## src/rtl/pcounter_mc_if.sv

```systemverilog
// -----------------------------------------------------------------------------
// pcounter_mc_if
// Configuration bus for the multi-channel programmable counter bank.
//
// Signals:
//   enable  access strobe, one cycle per access
//   rd_wr   1 = write, 0 = read (qualified by enable)
//   addr    {channel, reg[1:0]}
//   wdata   write data
//   rdata   registered read data (held after rvalid drops)
//   rvalid  one-cycle pulse qualifying rdata, one cycle after a read strobe
//
// Modports: master drives the access, slave is the counter bank.
// -----------------------------------------------------------------------------
interface pcounter_mc_if #(
    parameter int N_CH  = 4,
    parameter int WIDTH = 10
);
    // Channel field plus two register-select bits, never narrower than 3 bits.
    localparam int ADDR_W = (N_CH <= 2) ? 3 : $clog2(N_CH) + 2;

    logic              enable;
    logic              rd_wr;
    logic [ADDR_W-1:0] addr;
    logic [WIDTH-1:0]  wdata;
    logic [WIDTH-1:0]  rdata;
    logic              rvalid;

    modport master (
        output enable, rd_wr, addr, wdata,
        input  rdata, rvalid
    );

    modport slave (
        input  enable, rd_wr, addr, wdata,
        output rdata, rvalid
    );
endinterface

```

## src/rtl/pcounter_mc.sv

```systemverilog
// -----------------------------------------------------------------------------
// pcounter_mc
// Bank of N_CH programmable WIDTH-bit counters, each with up/down direction,
// one-shot or auto-reload mode, a one-cycle terminal-count pulse, a sticky
// status flag and an interrupt enable. Programmed and read back over the
// cfg bus.
//
// Ports:
//   clk       system clock, rising edge
//   rst_n     asynchronous active-low reset
//   cfg       pcounter_mc_if.slave configuration bus (registered read-back)
//   tc_pulse  per-channel terminal-count pulse, high the cycle after the tick
//   irq       OR over channels of (STATUS.tc & CTRL.ie)
//
// Register map per channel (addr = {channel, reg}):
//   0 CTRL   bit0 en, bit1 dir (1 = down), bit2 reload, bit3 ie, [7:4] psc
//   1 LOAD
//   2 COUNT  live value; a write forces it
//   3 STATUS bit0 tc, sticky, write 1 to clear
//
// Optional feature macro: PCOUNTER_PRESCALE_EN
//   defined   - per-channel 4-bit prescaler, one tick every psc+1 clocks,
//               CTRL[7:4] read/write
//   undefined - every enabled clock is a tick, CTRL[7:4] ignored, reads 0
// -----------------------------------------------------------------------------
module pcounter_mc #(
    parameter int N_CH  = 4,
    parameter int WIDTH = 10
) (
    input  logic            clk,
    input  logic            rst_n,
    pcounter_mc_if.slave    cfg,
    output logic [N_CH-1:0] tc_pulse,
    output logic            irq
);
    localparam int ADDR_W = (N_CH <= 2) ? 3 : $clog2(N_CH) + 2;
    localparam int CH_W   = ADDR_W - 2;

    localparam logic [WIDTH-1:0] ONE        = {{(WIDTH-1){1'b0}}, 1'b1};
    localparam logic [1:0]       REG_CTRL   = 2'd0;
    localparam logic [1:0]       REG_LOAD   = 2'd1;
    localparam logic [1:0]       REG_COUNT  = 2'd2;
    localparam logic [1:0]       REG_STATUS = 2'd3;

    // Per-channel state
    logic [N_CH-1:0]  en_q;
    logic [N_CH-1:0]  dir_q;
    logic [N_CH-1:0]  reload_q;
    logic [N_CH-1:0]  ie_q;
    logic [N_CH-1:0]  status_q;
    logic [WIDTH-1:0] load_q  [N_CH];
    logic [WIDTH-1:0] count_q [N_CH];
`ifdef PCOUNTER_PRESCALE_EN
    logic [3:0]       psc_q   [N_CH];
    logic [3:0]       pcnt_q  [N_CH];
`endif

    // Access decode
    logic [CH_W-1:0]  sel_ch;
    logic [1:0]       sel_reg;
    logic             ch_valid;
    logic             wr_acc;
    logic             rd_acc;

    logic [N_CH-1:0]  wr_ctrl;
    logic [N_CH-1:0]  wr_load;
    logic [N_CH-1:0]  wr_count;
    logic [N_CH-1:0]  wr_status;
    logic [N_CH-1:0]  tick;
    logic [N_CH-1:0]  term_evt;
    logic [WIDTH-1:0] ctrl_word [N_CH];
    logic [WIDTH-1:0] rd_val;

    // Terminal value: LOAD when counting up, zero when counting down.
    function automatic logic [WIDTH-1:0] term_val(
        input logic [WIDTH-1:0] load,
        input logic             dir
    );
        return dir ? '0 : load;
    endfunction

    // COUNT after a tick that was not overridden by a cfg write.
    function automatic logic [WIDTH-1:0] next_count(
        input logic [WIDTH-1:0] cnt,
        input logic [WIDTH-1:0] load,
        input logic             dir,
        input logic             reload
    );
        logic [WIDTH-1:0] nxt;
        if (cnt == term_val(load, dir)) begin
            if (!reload)  nxt = cnt;          // one-shot parks on the terminal value
            else if (dir) nxt = load;
            else          nxt = '0;
        end else if (dir) begin
            nxt = cnt - ONE;
        end else begin
            nxt = cnt + ONE;
        end
        return nxt;
    endfunction

    assign sel_ch   = cfg.addr[ADDR_W-1:2];
    assign sel_reg  = cfg.addr[1:0];
    assign ch_valid = (32'(sel_ch) < N_CH);
    // Writes to non-existent channels are dropped; reads still answer (with 0).
    assign wr_acc   = cfg.enable & cfg.rd_wr & ch_valid;
    assign rd_acc   = cfg.enable & ~cfg.rd_wr;

    always_comb begin
        for (int i = 0; i < N_CH; i++) begin
            wr_ctrl[i]   = wr_acc && (32'(sel_ch) == i) && (sel_reg == REG_CTRL);
            wr_load[i]   = wr_acc && (32'(sel_ch) == i) && (sel_reg == REG_LOAD);
            wr_count[i]  = wr_acc && (32'(sel_ch) == i) && (sel_reg == REG_COUNT);
            wr_status[i] = wr_acc && (32'(sel_ch) == i) && (sel_reg == REG_STATUS);
`ifdef PCOUNTER_PRESCALE_EN
            // >= rather than == so a psc lowered mid-period cannot strand the prescaler.
            tick[i]      = en_q[i] && (pcnt_q[i] >= psc_q[i]);
            ctrl_word[i] = WIDTH'({psc_q[i], ie_q[i], reload_q[i], dir_q[i], en_q[i]});
`else
            tick[i]      = en_q[i];
            ctrl_word[i] = WIDTH'({4'b0000, ie_q[i], reload_q[i], dir_q[i], en_q[i]});
`endif
            // A COUNT write on the tick edge suppresses the terminal event.
            term_evt[i]  = tick[i] && !wr_count[i] &&
                           (count_q[i] == term_val(load_q[i], dir_q[i]));
        end
    end

    always_comb begin
        rd_val = '0;
        for (int i = 0; i < N_CH; i++) begin
            if (32'(sel_ch) == i) begin
                case (sel_reg)
                    REG_CTRL:   rd_val = ctrl_word[i];
                    REG_LOAD:   rd_val = load_q[i];
                    REG_COUNT:  rd_val = count_q[i];
                    default:    rd_val = {{(WIDTH-1){1'b0}}, status_q[i]};
                endcase
            end
        end
    end

    // Channel state update on the clock edge
    always_ff @(posedge clk or negedge rst_n) begin
        if (!rst_n) begin
            en_q     <= '0;
            dir_q    <= '0;
            reload_q <= '0;
            ie_q     <= '0;
            status_q <= '0;
            tc_pulse <= '0;
            for (int i = 0; i < N_CH; i++) begin
                load_q[i]  <= '0;
                count_q[i] <= '0;
`ifdef PCOUNTER_PRESCALE_EN
                psc_q[i]   <= '0;
                pcnt_q[i]  <= '0;
`endif
            end
        end else begin
            for (int i = 0; i < N_CH; i++) begin
                // A cfg write to CTRL beats the one-shot auto-disable.
                if (wr_ctrl[i]) begin
                    en_q[i]     <= cfg.wdata[0];
                    dir_q[i]    <= cfg.wdata[1];
                    reload_q[i] <= cfg.wdata[2];
                    ie_q[i]     <= cfg.wdata[3];
`ifdef PCOUNTER_PRESCALE_EN
                    psc_q[i]    <= cfg.wdata[7:4];
`endif
                end else if (term_evt[i] && !reload_q[i]) begin
                    en_q[i] <= 1'b0;
                end

                if (wr_load[i]) begin
                    load_q[i] <= cfg.wdata;
                end

                if (wr_count[i]) begin
                    count_q[i] <= cfg.wdata;
                end else if (tick[i]) begin
                    count_q[i] <= next_count(count_q[i], load_q[i], dir_q[i], reload_q[i]);
                end

                // A new terminal event beats a simultaneous write-1-to-clear.
                if (term_evt[i]) begin
                    status_q[i] <= 1'b1;
                end else if (wr_status[i] && cfg.wdata[0]) begin
                    status_q[i] <= 1'b0;
                end

                tc_pulse[i] <= term_evt[i];

`ifdef PCOUNTER_PRESCALE_EN
                if (!en_q[i] || wr_count[i] || tick[i]) begin
                    pcnt_q[i] <= '0;
                end else begin
                    pcnt_q[i] <= pcnt_q[i] + 4'd1;
                end
`endif
            end
        end
    end

    // Registered read-back; rdata holds between reads
    always_ff @(posedge clk or negedge rst_n) begin
        if (!rst_n) begin
            cfg.rdata  <= '0;
            cfg.rvalid <= 1'b0;
        end else begin
            cfg.rvalid <= rd_acc;
            if (rd_acc) begin
                cfg.rdata <= rd_val;
            end
        end
    end

    assign irq = |(status_q & ie_q);

endmodule

```

## src/flat_wrapper.sv

```systemverilog
// flat-port wrapper written by rule: the top's interface ports become plain ports
module pcounter_mc_flat 
#(
    parameter int N_CH  = 4,
    parameter int WIDTH = 10
)
  (clk, rst_n, tc_pulse, irq, cfg_enable, cfg_rd_wr, cfg_addr, cfg_wdata, cfg_rdata, cfg_rvalid);
  pcounter_mc_if #(.N_CH(N_CH), .WIDTH(WIDTH)) cfg_i ();
  input  logic clk;
  input  logic rst_n;
  output logic [N_CH-1:0] tc_pulse;
  output logic irq;
  input wire logic [$bits(cfg_i.enable)-1:0] cfg_enable;
  input wire logic [$bits(cfg_i.rd_wr)-1:0] cfg_rd_wr;
  input wire logic [$bits(cfg_i.addr)-1:0] cfg_addr;
  input wire logic [$bits(cfg_i.wdata)-1:0] cfg_wdata;
  output wire logic [$bits(cfg_i.rdata)-1:0] cfg_rdata;
  output wire logic [$bits(cfg_i.rvalid)-1:0] cfg_rvalid;
  assign cfg_i.enable = cfg_enable;
  assign cfg_i.rd_wr = cfg_rd_wr;
  assign cfg_i.addr = cfg_addr;
  assign cfg_i.wdata = cfg_wdata;
  assign cfg_rdata = cfg_i.rdata;
  assign cfg_rvalid = cfg_i.rvalid;
  pcounter_mc #(.N_CH(N_CH), .WIDTH(WIDTH)) u_core (.clk(clk), .rst_n(rst_n), .cfg(cfg_i), .tc_pulse(tc_pulse), .irq(irq));
endmodule
```

## config.mk

```make
export PLATFORM = sky130hd
export DESIGN_NAME = pcounter_mc_flat
export DESIGN_NICKNAME = d
export VERILOG_FILES = /design/src/rtl/pcounter_mc_if.sv /design/src/rtl/pcounter_mc.sv /design/src/flat_wrapper.sv
export SDC_FILE = /design/constraint.sdc
export NUM_CORES = 1
export LEC_CHECK = 0
export ABC_CLOCK_PERIOD_IN_PS = 5500
export CORE_UTILIZATION = 25
export CTS_CLUSTER_DIAMETER = 150
export DETAILED_ROUTE_END_ITERATION = 10
export PLACE_DENSITY = 0.4
export SETUP_SLACK_MARGIN = 0.1
export SYNTH_ARGS = -nofsm -noshare
export SYNTH_HDL_FRONTEND = slang
export SYNTH_SLANG_ARGS = --single-unit
```

## constraint.sdc

```tcl
create_clock -name clk -period 5.5 [get_ports clk]
set_input_delay 1.65 -clock clk [delete_from_list [all_inputs] [get_ports clk]]
set_output_delay 1.65 -clock clk [all_outputs]
set_load 0.03 [all_outputs]
```

==> impl_metrics.tcl <==
set metrics [dict create \
    outcome "completed" \
    cp_max_fo 17 \
    tritoncts "yes" \
    path_cells "clkdlybuf4s50_1 -> nand2b_1 -> or2_2 -> nor2_1 -> mux2_2" \
    post_layout_nonfiller_instances 1393 \
    worst_clock_skew_ns 0.0137 \
    core_mm2 0.0318 \
    most-common-layout-cells "dfrtp_1 (115), nand2_1 (108), o21ai_0 (84), nor2_1 (73), a21oi_1 (54)" \
    htreeDepth 4 \
    io_pins 34 \
    min_from "u_core.cfg.rdata[7]" \
    syn2layout_area_growth_pct 16.2 \
    yosysUniqueCellTypes 70 \
    drc 0 \
    final_max_slew_viol_count 0 \
    initial_core_util_pct 25.6 \
    grt_first_pass_wirelength_um 43500 \
    synth.avg_cell_area_um2 8.75 \
    avgRoutedWirePerCell_um 20.0 \
    seq_area_frac_synth_pct 35.3 \
    ys_warn_count 0 \
    p_seq_share_pct 34.9 \
    setup_tns_ns 0 \
    cp_top_family "simple AND/OR/NAND/NOR gates" \
    ctsRootBufferMaster "clkbuf_16" \
    dieWidth_um 183 \
    grt_pass1_vias 6739 \
    relSlewSlack_pct 26.4 \
    clock_latency_ns 0.42 \
    nets 1002 \
    async_flop_share_pct 100 \
    final_hold_viol_count 0 \
    layout_commonest_cell "dfrtp_1" \
    grt_overflow_total 0 \
    hold_depth 2 \
    reg2reg_from "u_core.dir_q[0]" \
    rr_endpoint "u_core.count_q[39]" \
    p_sw_share_pct 42.3 \
    synth_nets 986 \
    vias 7101 \
    worst_slew_pin_slew_ns 1.10 \
    synth_edf_count 0 \
    start_kind "input port" \
    cts_resized 0 \
    cap_violations 0 \
    fin_crit_sh_pct 70.2 \
    dieArea_mm2 0.0333 \
    place_inst 1364 \
    critPathCaptureType "flip-flop" \
    synthFlopType "dfrtp_1" \
    path_buf_inv 1 \
    clkPwrFrac_pct 21.9 \
    max_freq_mhz 259 \
    syn_area_mm2 0.00815 \
    clk_path_buf_depth 2 \
    ys_seq_elements 115 \
    row_count 65 \
    n_antenna_cell 0 \
    slowest_delay_ns 0.69 \
    numCtsBuffers 17 \
    p_per_area_mw_per_mm2 481 \
    p_int_mw 2.63 \
    r2r_cells 7 \
    dr.pass1.iters 5 \
    hold-path-endpoint "u_core.cfg.rdata[7]" \
    worstPathRequired_ns 5.80 \
    dp_hpwl_um 19600 \
    postCtsSetupRepairBufs 0 \
    critical_path_class "input port to flip-flop" \
    netlist_instances 932 \
    dieHeight_um 183 \
    gp_congestion 0.831 \
    numPortBuffers 33 \
    grt_max_degree 61 \
    antenna_found_initial 0 \
    totalWireLength_um 27900 \
    holdBufCountCts 0 \
    slowest_stage "clkdlybuf4s50_1" \
    grtUsageTotal_pct 17.3 \
    power.leakage_nw 3.90 \
    via_per_inst 5.10 \
    crit_arrival_ns 4.16 \
    clock-sinks 115 \
    comb_power_share_pct 43.2 \
    reg2reg_slack_ns 2.27 \
    period_needed_ns 3.86 \
    finalSetupViolations 0 \
    holdCritPathClass "flip-flop to flip-flop" \
    drt_iter0_markers 618 \
    p_switching_mw 1.92 \
    ant_nets 0 \
    grt_setup_unrepaired "no" \
    drive_above_1_share_pct 12.0 \
    clkTransAtPathRegs_ns 0.06 \
    ir_worst_vdd_mv 0.197 \
]
cells in the mapped netlist (all sizes together) (6+ instances only):
| master | number | area, um2 |
|---|---|---|
| inv | 45 | 169 |
| o211ai | 10 | 75.1 |
| o31ai | 10 | 88.8 |
| ha | 32 | 400 |
| a21o | 7 | 52.6 |
| buf | 9 | 41.3 |
| nand2b | 19 | 119 |
| dfrtp | 115 | 2880 |
| mux2i | 24 | 240 |
| a22oi | 18 | 135 |
| o22ai | 21 | 131 |
| o21bai | 6 | 45.0 |
| nor2 | 74 | 278 |
| clkbuf | 43 | 161 |
| nor3 | 12 | 60.1 |
| a221o | 6 | 60.1 |
| a21oi | 55 | 279 |
| nand4 | 7 | 43.8 |
| a31oi | 8 | 50.1 |
| xnor2 | 27 | 236 |
| nand3 | 22 | 110 |
| mux2 | 48 | 541 |
| or2 | 6 | 37.5 |
| a221oi | 17 | 149 |
| o21ai | 84 | 420 |
| xor2 | 16 | 140 |
| nand2 | 108 | 405 |
| nor4 | 6 | 37.5 |
| nor2b | 9 | 63.8 |
final cells by class:
type,count,area (um2)
Tap cell,435,544
Sequential cell,115,2880
Clock buffer,19,453
Inverter,45,169
Fill cell,3362,22300
Clock inverter,10,63.8
Timing Repair Buffer,49,460
Multi-Input combinational cell,720,4910
through the flow:
stage                     area, um2  hold WS (ns)  util, %  power [mW]  setup slack, ns
after floorplan                8150         0.490        -        2.97             2.14
after global placement         8960         0.473     28.2        3.57             1.25
after detailed placement       8960         0.482     28.2        3.56             1.24
after CTS                      9480         0.495     29.8        4.58             1.68
after global routing           9480         0.512     29.8        4.93             1.42
final                          9480         0.493     29.8        4.55             1.64
layer usage:
metal  global-route usage, %  wire, um
met1                    25.6     14100
met2                    25.7     12200
met3                    3.23      1280
met4                    4.27       290
met5                       0         0
state kept, by name, summed over array words and instances (netlist names):
| register | flops |
|---|---|
| u_core.cfg.rdata | 10 |
| u_core.cfg.rvalid | 1 |
| u_core.count_q | 40 |
| u_core.dir_q | 4 |
| u_core.en_q | 4 |
| u_core.ie_q | 4 |
| u_core.load_q | 40 |
| u_core.reload_q | 4 |
| u_core.status_q | 4 |
| u_core.tc_pulse | 4 |
tightest hold or removal path, delay by kind of cell, from the launching register on:
| kind | cells | cell delay (ns) |
|---|---|---|
| flip-flops | 1 | 0.35 |
| AO/OA/AOI/OAI | 1 | 0.06 |
| AND/OR/NAND/NOR | 1 | 0.05 |
cells by family (layout without fill, tap and decap cells):
logic type | count (synthesis) | count (layout) | share of synthesized area, %
xor gates and xnor gates | 43 | 43 | 4.62
muxes | 77 | 77 | 11.0
buffers and inverters | 97 | 123 | 4.56
and+or+nand+nor | 283 | 283 | 16.1
DFF | 115 | 115 | 35.3
AOI/OAI and AO/OA | 281 | 281 | 22.5
adders and majority gates | 36 | 36 | 5.89
power groups by stage:
stage               clock [mW]  sequential [mW]  combinational, mW
floorplan                    0             1.39               1.58
global placement             0             1.61               1.96
detailed placement           0             1.60               1.96
CTS                       1.02             1.59               1.98
global route              1.06             1.64               2.23
finish                   0.999             1.59               1.97
worst max path at each step:
stage               cells after the start        start  slack (ns)           endpoint
floorplan                               7  cfg_addr[3]        2.14  u_core.load_q[24]
global placement                        5  cfg_addr[3]        1.25  u_core.load_q[26]
detailed placement                      5  cfg_addr[3]        1.24  u_core.load_q[28]
CTS                                     5  cfg_addr[3]        1.68  u_core.load_q[22]
global route                            5  cfg_addr[3]        1.42  u_core.load_q[22]
finish                                  5  cfg_addr[3]        1.64  u_core.load_q[28]
No activity file was read; power rests on OpenSTA's default activity.
